<file path="src/rtl/fetch_stage_pkg.sv">
// fetch_stage_pkg: fetch FSM states, reset/bubble defaults and PC step shared by the fetch stage
package fetch_stage_pkg;
    typedef enum logic [1:0] {S_REQ, S_HOLD, S_FLUSH} fetch_state_t;
    localparam logic [31:0] DEF_RESET_PC  = 32'h0000_1000;
    localparam logic [31:0] DEF_NOP_INSTR = 32'h0000_0013;
    localparam int          PC_INC        = 4;
endpackage

</file>
<file path="src/rtl/fetch_skid_buffer.sv">
// fetch_skid_buffer: single-entry {instruction, pc, full} holding register for words fetched under stall
module fetch_skid_buffer #(
    parameter int ADDRESS_SIZE = 32,
    parameter int INSTR_SIZE   = 32
) (
    input  logic                    clk,
    input  logic                    i_rst,
    input  logic                    i_load,
    input  logic                    i_unload,
    input  logic                    i_clear,
    input  logic [INSTR_SIZE-1:0]   i_instr,
    input  logic [ADDRESS_SIZE-1:0] i_pc,
    output logic [INSTR_SIZE-1:0]   o_instr,
    output logic [ADDRESS_SIZE-1:0] o_pc,
    output logic                    o_full
);
    logic [INSTR_SIZE-1:0]   r_instr;
    logic [ADDRESS_SIZE-1:0] r_pc;
    logic                    r_full;
    always_ff @(posedge clk or posedge i_rst) begin
        if (i_rst) begin
            r_instr <= '0;
            r_pc    <= '0;
            r_full  <= 1'b0;
        end else begin
            r_full <= (i_clear || i_unload) ? 1'b0 : (i_load ? 1'b1 : r_full);
            if (i_load && !i_clear) begin
                r_instr <= i_instr;
                r_pc    <= i_pc;
            end
        end
    end
    assign o_instr = r_instr;
    assign o_pc    = r_pc;
    assign o_full  = r_full;
endmodule

</file>
<file path="src/rtl/fetch_stage.sv">
// fetch_stage: PC sequencer and instruction-memory requester feeding a registered fetch-to-decode stage
module fetch_stage
    import fetch_stage_pkg::*;
#(
    parameter int                      ADDRESS_SIZE = 32,
    parameter int                      INSTR_SIZE   = 32,
    parameter logic [ADDRESS_SIZE-1:0] RESET_PC     = DEF_RESET_PC,
    parameter logic [INSTR_SIZE-1:0]   NOP_INSTR    = DEF_NOP_INSTR
) (
    input  logic                    clk,
    input  logic                    reset,
    output logic                    IM_req,
    output logic [ADDRESS_SIZE-1:0] IM_addr,
    input  logic                    IM_ready,
    input  logic [INSTR_SIZE-1:0]   IM_data,
    input  logic                    redirect_valid,
    input  logic [ADDRESS_SIZE-1:0] redirect_pc,
    input  logic                    stall,
    output logic [INSTR_SIZE-1:0]   F_instruction,
    output logic [ADDRESS_SIZE-1:0] F_pc,
    output logic                    F_valid
);
    fetch_state_t            r_state, w_state_n;
    logic [ADDRESS_SIZE-1:0] r_pc, w_pc_n, r_fpc, w_fpc_n;
    logic [INSTR_SIZE-1:0]   r_finstr, w_finstr_n;
    logic                    r_fvalid, w_fvalid_n;
    logic                    w_load, w_unload, w_clear;
    logic [INSTR_SIZE-1:0]   w_buf_instr;
    logic [ADDRESS_SIZE-1:0] w_buf_pc;
    logic                    w_buf_full;
    fetch_skid_buffer #(.ADDRESS_SIZE(ADDRESS_SIZE), .INSTR_SIZE(INSTR_SIZE)) u_skid (
        .clk      (clk),
        .i_rst    (reset),
        .i_load   (w_load),
        .i_unload (w_unload),
        .i_clear  (w_clear),
        .i_instr  (IM_data),
        .i_pc     (r_pc),
        .o_instr  (w_buf_instr),
        .o_pc     (w_buf_pc),
        .o_full   (w_buf_full)
    );
    always_ff @(posedge clk or posedge reset) begin
        if (reset) begin
            r_state  <= S_REQ;
            r_pc     <= RESET_PC;
            r_finstr <= NOP_INSTR;
            r_fpc    <= '0;
            r_fvalid <= 1'b0;
        end else begin
            r_state  <= w_state_n;
            r_pc     <= w_pc_n;
            r_finstr <= w_finstr_n;
            r_fpc    <= w_fpc_n;
            r_fvalid <= w_fvalid_n;
        end
    end
    always_comb begin
        w_state_n  = r_state;
        w_pc_n     = r_pc;
        w_finstr_n = r_finstr;
        w_fpc_n    = r_fpc;
        w_fvalid_n = r_fvalid;
        w_load     = 1'b0;
        w_unload   = 1'b0;
        w_clear    = 1'b0;
        if (redirect_valid) begin
            w_state_n  = S_FLUSH;
            w_pc_n     = redirect_pc;
            w_finstr_n = NOP_INSTR;
            w_fvalid_n = 1'b0;
            w_clear    = 1'b1;
        end else begin
            case (r_state)
                S_REQ: begin
                    if (IM_ready) begin
                        w_pc_n = r_pc + ADDRESS_SIZE'(PC_INC);
                        if (stall) begin
                            w_load    = 1'b1;
                            w_state_n = S_HOLD;
                        end else begin
                            w_finstr_n = IM_data;
                            w_fpc_n    = r_pc;
                            w_fvalid_n = 1'b1;
                        end
                    end else if (!stall) begin
                        w_finstr_n = NOP_INSTR;
                        w_fvalid_n = 1'b0;
                    end
                end
                S_HOLD: begin
                    if (!stall) begin
                        w_finstr_n = w_buf_instr;
                        w_fpc_n    = w_buf_pc;
                        w_fvalid_n = w_buf_full;
                        w_unload   = 1'b1;
                        w_state_n  = S_REQ;
                    end
                end
                default: w_state_n = S_REQ;
            endcase
        end
    end
    // Gated by reset so no request is visible while reset is held
    assign IM_req        = (r_state == S_REQ) && !reset;
    assign IM_addr       = r_pc;
    assign F_instruction = r_finstr;
    assign F_pc          = r_fpc;
    assign F_valid       = r_fvalid;
endmodule
</file>
<file path="config.mk">
export PLATFORM = sky130hd
export DESIGN_NAME = fetch_stage
export DESIGN_NICKNAME = d
export VERILOG_FILES = /design/src/rtl/fetch_stage_pkg.sv /design/src/rtl/fetch_skid_buffer.sv /design/src/rtl/fetch_stage.sv
export SDC_FILE = /design/constraint.sdc
export NUM_CORES = 1
export LEC_CHECK = 0
export CORE_AREA = 2 2 119 109
export DETAILED_ROUTE_END_ITERATION = 10
export DIE_AREA = 0 0 121 111
export DONT_BUFFER_PORTS = 1
export PLACE_DENSITY_LB_ADDON = 0.08
export SYNTH_ARGS = -nofsm -noshare
export SYNTH_HDL_FRONTEND = slang
export SYNTH_SLANG_ARGS = --single-unit
</file>
<file path="constraint.sdc">
create_clock -name clk -period 5.35 [get_ports clk]
set_clock_uncertainty 0.2 [all_clocks]
set_input_delay 0.2675 -clock clk [delete_from_list [all_inputs] [get_ports clk]]
set_output_delay 0.2675 -clock clk [all_outputs]
set_load 0.02 [all_outputs]
</file>
Word-level counts from Yosys, hierarchy flattened:

Cells that the tools add are included.

* $add $sub $neg: 1
* $mul: 0
* divide/modulo/power cells: 0
* $lt $le $gt $ge: 0
* equal/unequal tests: 8
* shift operators: 0
* multiplexer cells: 34
* bitwise operators: 1
* reductions and logical operators: 15

Operators by type and width (count)
* 32-bit 2-to-1 mux: 11
* 32-bit one-hot mux with 2 select lines: 2
* 32-bit by 3-bit adder with 32-bit output, second input constant: 1
* 1-bit 2-to-1 mux: 15
* 3-bit inequality test, second input constant: 4
* 2-bit 2-to-1 mux: 4
* 2-bit nonzero test: 4
* 2-bit inequality test, second input constant: 3
* 3-bit AND reduction: 2
* 5-bit AND reduction: 1
* 2-bit one-hot mux with 2 select lines: 1
* 3-bit nonzero test: 1
* 2-bit by 1-bit equality test with 1-bit output, second input constant: 1
* 1-bit logical AND: 2
* 1-bit zero test: 2
* 2-bit zero test: 1
* 1-bit one-hot mux with 2 select lines: 1
* 2-bit AND reduction: 1
* 1-bit logical OR: 1
* 1-bit NOT: 1

* register bits: 164
* bits in latches: 0
* RAM bits: 0
* ROM bits: 0
* bits of input ports: 69
* output and inout bits: 98
* word-level logic and storage cells: 67
* memories kept: 0

Logic depth before layout (Yosys ltp):

* depth in word-level cells: 6
* mapped depth: 7
* gate-level depth less buffers: 5

Hierarchy:

A second synthesis with hierarchy kept.

* cell total of the unflattened synthesis: 690
* area, all modules: 7717.4 µm²

Modules (own cells, without submodules)
* fetch_stage: times used 1, cells an instance 550, area each 4978.5 µm², sequential area each 2482.4 µm²
* fetch_skid_buffer: times used 1, cells an instance 140, area each 2738.9 µm², sequential area each 1626.6 µm²

Worst setup path before layout:

Ideal clock, no wire load.

* kind: register to register
* start point: register r_pc[2] (netlist: IM_addr[2])
* end point: register r_pc[24] (netlist: IM_addr[24])
* library setup time: 0.124 ns
* data arrival time: 1.952 ns
* data required time: 5.026 ns
* setup slack: 3.074 ns
* stages on the path, launching flop included: 8
* buffers on the path: 2
* clock period less this slack: 2.276 ns
* cells stage by stage: dfrtp_1 ha_1 nand4bb_1 buf_2 or3_4 buf_6 o31a_1 o31a_1

* cells in the longest elaborated chain, start to end: 4

Ends and longest elaborated chain
* from (decl): line fetch_stage.sv:24 `logic [ADDRESS_SIZE-1:0] r_pc, w_pc_n, r_fpc, w_fpc_n;`
* from (signal assigned): line fetch_stage.sv:52 `r_pc <= w_pc_n;`
* 32-bit by 3-bit adder with 32-bit output: line fetch_stage.sv:77 `w_pc_n = r_pc + ADDRESS_SIZE'(PC_INC);`
* 32-bit 2-to-1 mux: line fetch_stage.sv:76 `if (IM_ready) begin`
* 32-bit 2-to-1 mux: line fetch_stage.sv:74 `case (r_state)`
* 32-bit 2-to-1 mux: line fetch_stage.sv:67 `if (redirect_valid) begin`

Every way passes these cells. The select of a mux whose other input is x is not followed.
A chain may end at the register's enable or synchronous reset.

Worst setup path in the final report:

* start point: register r_state[0]
* end point: register u_skid.r_pc[6] (netlist: u_skid.o_pc[6])

* cells in the longest elaborated chain, start to end: 4

Ends and longest elaborated chain
* from (decl): line fetch_stage.sv:23 `fetch_state_t r_state, w_state_n;`
* from (signal assigned): line fetch_stage.sv:51 `r_state <= w_state_n;`
* 2-bit zero test: line fetch_stage.sv:74
* 1-bit 2-to-1 mux: line fetch_stage.sv:74
* 1-bit 2-to-1 mux: line fetch_stage.sv:67
* 1-bit logical AND: line fetch_skid_buffer.sv:27 `if (i_load && !i_clear) begin`
* to (signal assigned): line fetch_skid_buffer.sv:29 `r_pc <= i_pc;`
* to (decl): line fetch_skid_buffer.sv:18 `logic [ADDRESS_SIZE-1:0] r_pc;`

Every way passes these cells.

==> results_dict.tcl <==
set metrics [dict create \
    final-setup-viol-count 0 \
    drtAntennaViolNets 0 \
    powerDensity_mw_per_mm2 374 \
    core_area_mm2 0.0123 \
    hold_slack_ns 0.0212 \
    wirelength_um 18100 \
    maxUsedRoutingLayer "met4" \
    drt-pass1-iter-count 5 \
    worst_slack_ns 2.40 \
    async_reset_ff_share_pct 100 \
    synth-edff-count 0 \
    final-hold-violation-count 0 \
    synthesis.nets 771 \
    synth_ff_type "dfrtp_1" \
    cp_top_family "simple AND/OR/NAND/NOR gates" \
    worstHoldPathType "in -> reg" \
    design_area_mm2 0.00897 \
    dpl.cell_count 807 \
    ios 167 \
    yosysWarnings 0 \
    dpl_cell_area_mm2 0.00750 \
    grt_usage_pct 27.9 \
    slowest_stage "nand3_4" \
    finalPower_mw 3.35 \
    final_cells 923 \
    fp.dieArea_mm2 0.0134 \
    power.share.clock_pct 36.4 \
    synth_top_area_share_pct 53.3 \
    die_w_um 121 \
    period_share_pct 55.1 \
    nets 816 \
    die_y_um 111 \
    p_int_mw 2.42 \
    critical_path_buf_inv_count 0 \
    cts_buffer_depth 2 \
    holdPathStages 3 \
    via_per_inst 6.15 \
    drt-met1-wl_um 7630 \
    ir_worst_vdd_uv 298 \
    grt.overflow.total 0 \
    clk_pin_slew_worst_paths_ns 0.06 \
    cts-root-buf "clkbuf_16" \
    fin_tns_setup_ns 0 \
    synth.avg_cell_area_um2 10.7 \
    numPortBuffers 0 \
    leakage_nw 3.86 \
    cts_buffers 17 \
    gp_congestion 0.754 \
    crit_fanout 66 \
    min_from "IM_ready" \
    grt_max_degree 113 \
    hold_end "F_instruction[21]" \
    yosys-top-cells-area "dfrtp_1 (53%), mux2_2 (9.6%), nand2_1 (4.6%)" \
    cts_hold_buf 84 \
    p_seq_share_pct 51.8 \
    drive_above_1_share_pct 14.6 \
    yosys.area.top_type "dfrtp_1" \
    power.switching_mw 0.938 \
    antenna_found_initial 0 \
    comb_power_share_pct 11.8 \
    endpoint_kind "flop" \
    worst_slew_pin_slew_ns 1.31 \
    dpl.hpwl_um 10400 \
    rrSetupSlack_ns 2.40 \
    clkLatencyLatePin_ns 0.42 \
    synth_cell_types 44 \
    syn_to_final_growth_pct 19.5 \
    drt_iter0_drc 357 \
    grt_pass1_vias 5732 \
    ys_seq_elements 164 \
    yosysSeqAreaShare_pct 54.7 \
    fmax_ghz 0.339 \
    fp-row-count 39 \
    criticalPathCategory "reg -> reg" \
    route.met3.wl_um 1360 \
    p_sw_share_pct 28.0 \
    timing.final.max_slew_violations 0 \
    max_stage_delay_ns 0.86 \
    vias 5678 \
    fin_crit_ns 2.95 \
    synthesis.area_mm2 0.00751 \
    wl_per_cell_um 19.7 \
    start_util_pct 60.8 \
    post_cts_buffers 0 \
    rsz0062_at_grt "false" \
    critPathArrivalTime_ns 3.05 \
    cts_tree "built" \
    dp_slack_ns 2.45 \
    grt_pass1_wl_um 29500 \
    cts_max_level 4 \
    clock_sinks 164 \
    diodes 0 \
    cts-resized-gates 0 \
    start_kind "flop" \
    max_cap_viol_count 0 \
    timing.rr.start "r_state[0]" \
    remaining_drc_errors 0 \
    reg2regPathDepth 3 \
    r2r-end "u_skid.o_pc[6]" \
    netlist_instances 701 \
    status "complete, no violations" \
    final_util_pct 72.6 \
    crit_chain "nor3b_4 -> nand3_4 -> mux2_2" \
    crit_required_ns 5.45 \
    relSlewSlack_pct 12.3 \
    wl_met2_um 8820 \
]
==> layout make-up <==
type | instances | area (µm²)
flip-flops and latches | 164 | 4110
fillers | 866 | 3380
multi-input cells | 470 | 3140
repair buffers | 86 | 883
clock buffers | 25 | 505
well taps | 164 | 205
clock inverters | 7 | 95.1
inverters | 7 | 31.3
==> cell usage after synthesis (all sizes together) (2+ instances only) <==
library cell,instances
nand2,92
o31a,2
a221oi,3
and3,3
xor2,5
o31ai,12
nand4,12
a22oi,2
dfrtp,160
or4,14
mux2,64
nor2,50
buf,17
nand2b,2
dfstp,4
o211ai,3
nor3,5
a311oi,30
nor4,3
and4,5
or3,2
a31oi,11
o21ai,48
inv,7
a21oi,6
nand3,46
mux2i,31
xnor2,6
clkbuf,43
and2,3
nor2b,3
==> power by group through the flow <==
stage / Clock [mW] / Combinational, mW / Sequential, mW
after floorplan: 0 / 0.292 / 1.69
after global placement: 0 / 0.303 / 1.74
after detailed placement: 0 / 0.324 / 1.75
after CTS: 1.24 / 0.394 / 1.73
after global routing: 1.29 / 0.445 / 1.76
final: 1.22 / 0.395 / 1.74
==> worst max path at each step <==
stage / start / to / slack (ns) / depth (start not counted)
2_1_floorplan: reset / F_instruction[10] / 0.46 / 1
3_3_place_gp: r_state[0] / u_skid.o_instr[10] / 2.50 / 3
3_5_place_dp: r_state[0] / u_skid.o_pc[14] / 2.45 / 3
4_1_cts: r_state[0] / u_skid.o_instr[24] / 2.45 / 3
5_1_grt: r_state[0] / u_skid.o_pc[7] / 2.26 / 3
6_report: r_state[0] / u_skid.o_pc[6] / 2.40 / 3
==> logic make-up (layout without fill, tap and decap cells) <==
kind of cell	Yosys count	after routing	share of synthesized area [%]
compound gates	118	118	10.4
xor+xnor	11	11	1.28
fa+ha+maj	1	1	0.167
buf+inv	67	125	3.87
flops	164	164	54.7
mux	95	95	13.7
simple gates	245	245	15.8
==> sequential cells by signal, summed over array words and instances (netlist names) <==
register        cells
F_instruction      32
F_pc               32
F_valid             1
IM_addr            32
r_state             2
u_skid.o_full       1
u_skid.o_instr     32
u_skid.o_pc        32
==> per-layer routing <==
metal	vias to the layer above	track usage, %
met5	-	0
met1	2822	37.1
met3	38	9.41
met2	201	43.7
met4	0	8.37
li1	2617	-
==> worst min-delay path, cell delays in order <==
cell      delay [ns]
buf_12          0.15
nand3_1         0.09
a311oi_1        0.09
==> layout by cell type, fill, tap and decap left out, types with 2 or more instances in the layout <==
| cell | n |
|---|---|
| nor2_1 | 49 |
| buf_4 | 2 |
| a21oi_1 | 6 |
| inv_1 | 6 |
| o21ai_0 | 48 |
| dfstp_2 | 4 |
| clkinvlp_4 | 4 |
| or4_1 | 13 |
| and3_1 | 3 |
| a311oi_1 | 30 |
| a31oi_1 | 11 |
| clkbuf_8 | 5 |
| o31ai_1 | 12 |
| o31a_1 | 2 |
| nor3_1 | 5 |
| o211ai_1 | 3 |
| nand2_1 | 92 |
| dlygate4sd3_1 | 82 |
| mux2i_1 | 31 |
| and4_1 | 5 |
| dfrtp_1 | 160 |
| mux2_2 | 64 |
| clkbuf_1 | 3 |
| clkbuf_16 | 17 |
| a221oi_1 | 3 |
| xor2_1 | 5 |
| a22oi_1 | 2 |
| nor4_1 | 3 |
| nand3_1 | 45 |
| bufinv_16 | 2 |
| xnor2_1 | 6 |
| and2_1 | 3 |
| nor2b_1 | 2 |
| nand4_1 | 11 |
(Power assumes the default switching activity.)
